File: config.mk
export PLATFORM = sky130hd
export DESIGN_NAME = clk_div_prog
export DESIGN_NICKNAME = d
export VERILOG_FILES = /design/src/rtl/clk_div_pkg.sv /design/src/rtl/clk_div_chan.sv /design/src/rtl/clk_div_prog.sv
export SDC_FILE = /design/constraint.sdc
export NUM_CORES = 1
export LEC_CHECK = 0
export ABC_AREA = 1
export CORE_ASPECT_RATIO = 0.5
export CORE_MARGIN = 5
export CORE_UTILIZATION = 55
export CTS_BUF_LIST = sky130_fd_sc_hd__clkbuf_16
export CTS_CLUSTER_DIAMETER = 40
export CTS_CLUSTER_SIZE = 8
export DETAILED_ROUTE_END_ITERATION = 10
export PLACE_DENSITY = 0.77
export SYNTH_ARGS = -nofsm -noshare
export SYNTH_HDL_FRONTEND = slang
export SYNTH_HIERARCHICAL = 1
export SYNTH_SLANG_ARGS = --single-unit
File: constraint.sdc
create_clock -name clk -period 2.2 [get_ports clk]
set_clock_uncertainty 0.1 [all_clocks]
set_input_delay 0.22 -clock clk [delete_from_list [all_inputs] [get_ports clk]]
set_output_delay 0.22 -clock clk [all_outputs]
set_load 0.005 [all_outputs]
File: src/rtl/clk_div_pkg.sv
// Shared defaults and helpers for the programmable clock divider.
// Imported by the channel and the top-level wrapper.
package clk_div_pkg;

    localparam int DW_DEFAULT       = 16;
    localparam int DEF_DIV_DEFAULT  = 100;
    localparam int DEF_HIGH_DEFAULT = 50;

    // Channel index width; a single channel still needs one select bit.
    function automatic int ch_idx_w(input int n);
        return (n <= 1) ? 1 : $clog2(n);
    endfunction

endpackage

File: src/rtl/clk_div_chan.sv
// One divider channel: counter, active/shadow pair, pending flag
// and registered clk_out/tick outputs.
module clk_div_chan
    import clk_div_pkg::*;
#(
    parameter int DW       = DW_DEFAULT,
    parameter int DEF_DIV  = DEF_DIV_DEFAULT,
    parameter int DEF_HIGH = DEF_HIGH_DEFAULT
) (
    input  logic          clk,
    input  logic          rst,
    input  logic          i_en,
    input  logic          i_ld,
    input  logic [DW-1:0] i_div,
    input  logic [DW-1:0] i_high,
    output logic          o_pend,
    output logic          o_clk,
    output logic          o_tick
);

    logic [DW-1:0] r_div;
    logic [DW-1:0] r_high;
    logic [DW-1:0] r_sdiv;
    logic [DW-1:0] r_shigh;
    logic [DW-1:0] r_cnt;
    logic          r_pend;
    logic          r_clk;
    logic          r_tick;

    logic          w_run;
    logic          w_last;
    logic          w_wrap;
    logic          w_swap;

    // div==0 parks the channel; div<=1 makes every cycle a wrap.
    assign w_run  = i_en && (r_div != '0);
    assign w_last = (r_cnt == r_div - DW'(1));
    assign w_wrap = (r_div <= DW'(1)) || w_last;
    assign w_swap = r_pend && (!i_en || w_wrap);

    // Output registers sample the pre-update counter and active pair.
    always_ff @(posedge clk or negedge rst) begin
        if (!rst) begin
            r_clk  <= 1'b0;
            r_tick <= 1'b0;
        end else begin
            r_clk  <= w_run && (r_cnt < r_high);
            r_tick <= w_run && w_last;
        end
    end

    // Counter: cleared when stopped/disabled, restarts on every wrap.
    always_ff @(posedge clk or negedge rst) begin
        if (!rst) begin
            r_cnt <= '0;
        end else if (!w_run || w_wrap) begin
            r_cnt <= '0;
        end else begin
            r_cnt <= r_cnt + DW'(1);
        end
    end

    // Active/shadow pairs; a load is only accepted while not pending,
    // so capture and swap never collide on the same cycle.
    always_ff @(posedge clk or negedge rst) begin
        if (!rst) begin
            r_div   <= DW'(DEF_DIV);
            r_high  <= DW'(DEF_HIGH);
            r_sdiv  <= DW'(DEF_DIV);
            r_shigh <= DW'(DEF_HIGH);
            r_pend  <= 1'b0;
        end else if (w_swap) begin
            r_div  <= r_sdiv;
            r_high <= r_shigh;
            r_pend <= 1'b0;
        end else if (i_ld) begin
            r_sdiv  <= i_div;
            r_shigh <= i_high;
            r_pend  <= 1'b1;
        end
    end

    assign o_pend = r_pend;
    assign o_clk  = r_clk;
    assign o_tick = r_tick;

endmodule

File: src/rtl/clk_div_prog.sv
// Multi-channel programmable clock divider with a shared
// valid/ready load port; each channel runs independently.
module clk_div_prog
    import clk_div_pkg::*;
#(
    parameter int NCH      = 2,
    parameter int DW       = DW_DEFAULT,
    parameter int DEF_DIV  = DEF_DIV_DEFAULT,
    parameter int DEF_HIGH = DEF_HIGH_DEFAULT,
    localparam int CW      = ch_idx_w(NCH)
) (
    input  logic           clk,
    input  logic           rst,
    input  logic [NCH-1:0] en,
    input  logic           load_valid,
    output logic           load_ready,
    input  logic [CW-1:0]  load_ch,
    input  logic [DW-1:0]  load_div,
    input  logic [DW-1:0]  load_high,
    output logic [NCH-1:0] clk_out,
    output logic [NCH-1:0] tick
);

    logic [NCH-1:0] w_pend;
    logic [NCH-1:0] w_ld;

    // Ready follows the addressed channel's pending flag; an index
    // with no channel matches nothing and is accepted and dropped.
    always_comb begin
        load_ready = 1'b1;
        for (int i = 0; i < NCH; i++) begin
            if (load_ch == CW'(i)) begin
                load_ready = !w_pend[i];
            end
        end
    end

    for (genvar g = 0; g < NCH; g++) begin : g_ch
        assign w_ld[g] = load_valid && load_ready &&
                         (load_ch == CW'(g));

        clk_div_chan #(
            .DW       (DW),
            .DEF_DIV  (DEF_DIV),
            .DEF_HIGH (DEF_HIGH)
        ) u_chan (
            .clk    (clk),
            .rst    (rst),
            .i_en   (en[g]),
            .i_ld   (w_ld[g]),
            .i_div  (load_div),
            .i_high (load_high),
            .o_pend (w_pend[g]),
            .o_clk  (clk_out[g]),
            .o_tick (tick[g])
        );
    end

endmodule

==> results.md <==
* Status: complete, but fails checks
* Violated checks: setup timing
* Net Sw Frac at a little over two fifths
* Required @ worst endpoint at approximately 2.4 ns
* Fmax at 0.403 GHz
* Tcrit/Tclk final at 113%
* Startpoint class of the critical path: flop
* Initial antenna violation count at 1
* Final slew viol count at 0
* Initial Utilization at 55.8%
* Worst VDD drop at 0.761 mV
* Worst-skew pair later-pin latency at 0.44 ns
* Critical path class: reg -> reg
* Final Setup Violations at ~150
* Switching power at 6.46 mW
* Leakage at between 6 and 7 nW
* Ys Warns at 6
* Sequential element share of the synthesized area at 46.1%
* Routability cong. at between 0.9 and 1
* Area grow syn2layout at 32.8%
* Post-route ant nets at 0
* Worst EP arrival at 2.69 ns
* H-tree levels at 4
* Synth Area in XOR/XNOR at 3.48%
* Setup crit end kind: flop
* Post-layout minimum cycle time at between 2 and 2.5 ns
* Crit-path max FO at 11
* Via density at 5.61
* First-pass GRT wire length at slightly above 40 mm
* RSZ-0062 raised after global routing: yes
* Maximum number of pins on one net before global-route repair at 62
* DRT Pass-1 Iters at 8
* GRT Total Usage at roughly a quarter
* Synthesized area per cell at approximately 7.6 µm²
* Cell internal pwr at about 8.8 mW
* Slowest CP cell: dfrtp_1
* DRC at 0
* Die width at around 190 µm
* Power Total at between 15 and 20 mW
* Post-Synth Simple-Gate Area at a little over a third
* Post-synthesis adder-cell area fraction at between 5 and 6%
* I/O pin count at 43
* Share of cells above drive strength 1 at roughly 26%
* Final nets at around 1400
* Cts bufs inserted at 17
* Synth Area in Compound Gates at roughly 2.6%
* Placed insts at between 1500 and 2000
* Slew headroom at slightly below 60%
* Final WL at 28.7 mm
* Die Area at about 0.019 mm²
* Async set-reset flop share out of synthesis at 100%
* Slowest stage delay, CP at 0.43 ns
* Max-Cap Viols at 0
* Most used cell, CP: nand2_1
* Sequential share of power at 36.5%
* Iter 0 DRT Violations at ~900
* Final Hold Viols at 0
* Power per cell area at 1260 mW/mm²
* Largest family of logic cells by synthesized area: simple AND/OR/NAND/NOR gates
* Slew at the pin with the worst max-slew slack at roughly 0.63 ns
* FP Rows at 33
* Post-place instance area at around 0.010 mm²
* Worst hold path class: in -> async
* Core Util, Final at around 74%
* Post-synthesis cell count at roughly 1200
* Post-synth top flop: dfrtp_1
* Post-synthesis mux area share at 0%
* Yosys reg bits at approximately 170
* Finished Cell Area at 0.0120 mm²
* Die height at around 100 µm
* Combinational Power Share at approximately 44%
* Reg clk slew, reported paths at about 0.070 ns
* Max clock buf depth at 2
* Vias in the first global route at around 8300
* Clk sinks at between 150 and 200
* Cell Count, Final, Fillers Out at around 1600
* GRT overflow at 0
* Placeable Area at 0.0163 mm²
* Average routed wire per standard cell at approximately 18 µm
* Final HPWL DP at 16.1 mm
* Library cells used by synthesis at 32
* Final worst slack at -0.280 ns
* CTS tree: yes
* Setup TNS at -28.24 ns
* Port Buffers at 42
* Number of enable flip-flop cells after synthesis at 0
* Via count at about 9000
* Syn nets at around 1300
* Mapped Area at 0.00907 mm²
* Clock power share at 19.1%
* Root Driver: clkbuf_16
* Crit path cell chain: inv_2 -> ha_4 -> nand2_4 -> nor2_4 -> buf_4 -> nand2_1 -> nand2_1 -> nand2_1 -> inv_2 -> nor2_1 -> nand2_1 -> o21bai_1 -> nand2_2 -> buf_6 -> clkinv_8 -> buf_16 -> nand2_1 -> nand2_1
[per-layer routing]
layer  wire, µm  global-route usage [%]  vias up
met1      11200                    33.3     4149
li1           -                       -     3983
met4       1670                    8.94        0
met2      13900                    47.1      502
met5          0                       0        -
met3       1930                    5.26      151
[synthesized netlist by cell type (4+ instances only)]
library cell	n	share of area, %
nand2_1	502	21
dfrtp_1	142	39
nand3_1	112	6.2
inv_1	111	4.6
nor2_1	99	4.1
ha_1	38	5.2
dfstp_2	24	7.0
xor2_1	22	2.1
a21oi_1	20	1.1
xnor2_1	14	1.4
buf_6	12	1.5
nor2_2	11	0.76
buf_2	10	0.55
o21ai_0	10	0.55
nand3b_1	8	0.66
nand2_2	7	0.48
buf_1	6	0.25
buf_4	6	0.50
nor2_4	6	0.74
inv_2	4	0.17
nand4_1	4	0.28
nor3_1	4	0.22
nor4_1	4	0.28
o211ai_1	4	0.33
[state kept, by name (all words and copies together) (netlist names)]
register             count
g_ch.u_chan/r_sdiv      32
g_ch.u_chan/r_div       32
g_ch.u_chan/r_high      32
g_ch.u_chan/r_shigh     32
g_ch.u_chan/r_cnt       32
g_ch.u_chan/o_clk        2
g_ch.u_chan/o_pend       2
g_ch.u_chan/o_tick       2
[cell type report]
| type | count | area [µm²] |
|---|---|---|
| multi-input cells | 877 | 4900 |
| fillers | 1028 | 4220 |
| flip-flops and latches | 166 | 4190 |
| repair buffers | 147 | 1650 |
| inverters | 116 | 460 |
| clock buffers | 17 | 425 |
| well taps | 227 | 284 |
| clock inverters | 15 | 131 |
| diodes | 1 | 2.50 |
[power groups by stage]
stage | clock [mW] | sequential, mW | combinational, mW
3_3_place_gp | 0 | 5.14 | 4.85
2_1_floorplan | 0 | 4.91 | 3.54
3_5_place_dp | 0 | 5.15 | 5.06
5_1_grt | 3.07 | 5.62 | 7.43
6_report | 2.91 | 5.55 | 6.76
4_1_cts | 2.87 | 5.24 | 5.86
[cells in the final DEF, fill, tap and decap left out, types with 20 or more instances in the layout]
cell	instances
nand3_1	96
clkbuf_16	23
dfstp_2	24
inv_1	106
nand2_1	386
nand2_4	32
buf_4	67
xor2_1	22
a21oi_1	20
ha_1	36
clkdlybuf4s50_1	41
dfrtp_1	138
nand2_2	88
nor2_1	90
[cell families after synthesis]
group / Yosys count
flip-flops: 166
AO/OA/AOI/OAI: 42
AND/OR/NAND/NOR: 761
adder cells (fa/ha/maj): 38
buffers and inverters: 152
XOR/XNOR: 36
[per-stage QoR]
stage / hold slack [ns] / setup slack [ns]
global placement: 0.154 / -0.178
finish: 0.259 / -0.280
CTS: 0.273 / -0.173
global route: 0.281 / -0.427
detailed placement: 0.160 / -0.214
floorplan: -0.176 / 0.0434
[final timing paths]
path                                               start                        end  slack [ns]  cells past startpoint
worst max-delay path             g_ch[1].u_chan/r_div[1]    g_ch[1].u_chan/r_div[9]       -0.28                     18
worst min-delay path                                 rst   g_ch[1].u_chan/r_high[6]        0.26                      2
worst max register to register   g_ch[1].u_chan/r_div[1]    g_ch[1].u_chan/r_div[9]       -0.28                     18
worst min register to register  g_ch[1].u_chan/r_high[4]   g_ch[1].u_chan/r_high[4]        0.37                      2
max in group asynchronous                            rst  g_ch[1].u_chan/r_shigh[1]        0.97                      3
min in group clk                            load_high[4]  g_ch[0].u_chan/r_shigh[4]        0.27                      3
[worst max-delay path, delay by kind of cell, from the launching register on]
family / cells / cell delay (ns)
compound gates: 1 / 0.10
fa+ha+maj: 1 / 0.16
buf+inv: 6 / 0.68
flops: 1 / 0.43
simple gates: 10 / 0.88
[repair_timing]
action	4_1_cts	5_1_grt
endpoints found under the setup margin	146	162
endpoints found under the hold margin	50	0
gates resized for setup	115	138
pin swaps	22	32
gates cloned	9	6
hold buffers	1	0
buffers inserted	11	5
Note: power is estimated with default switching activity, not from simulation.
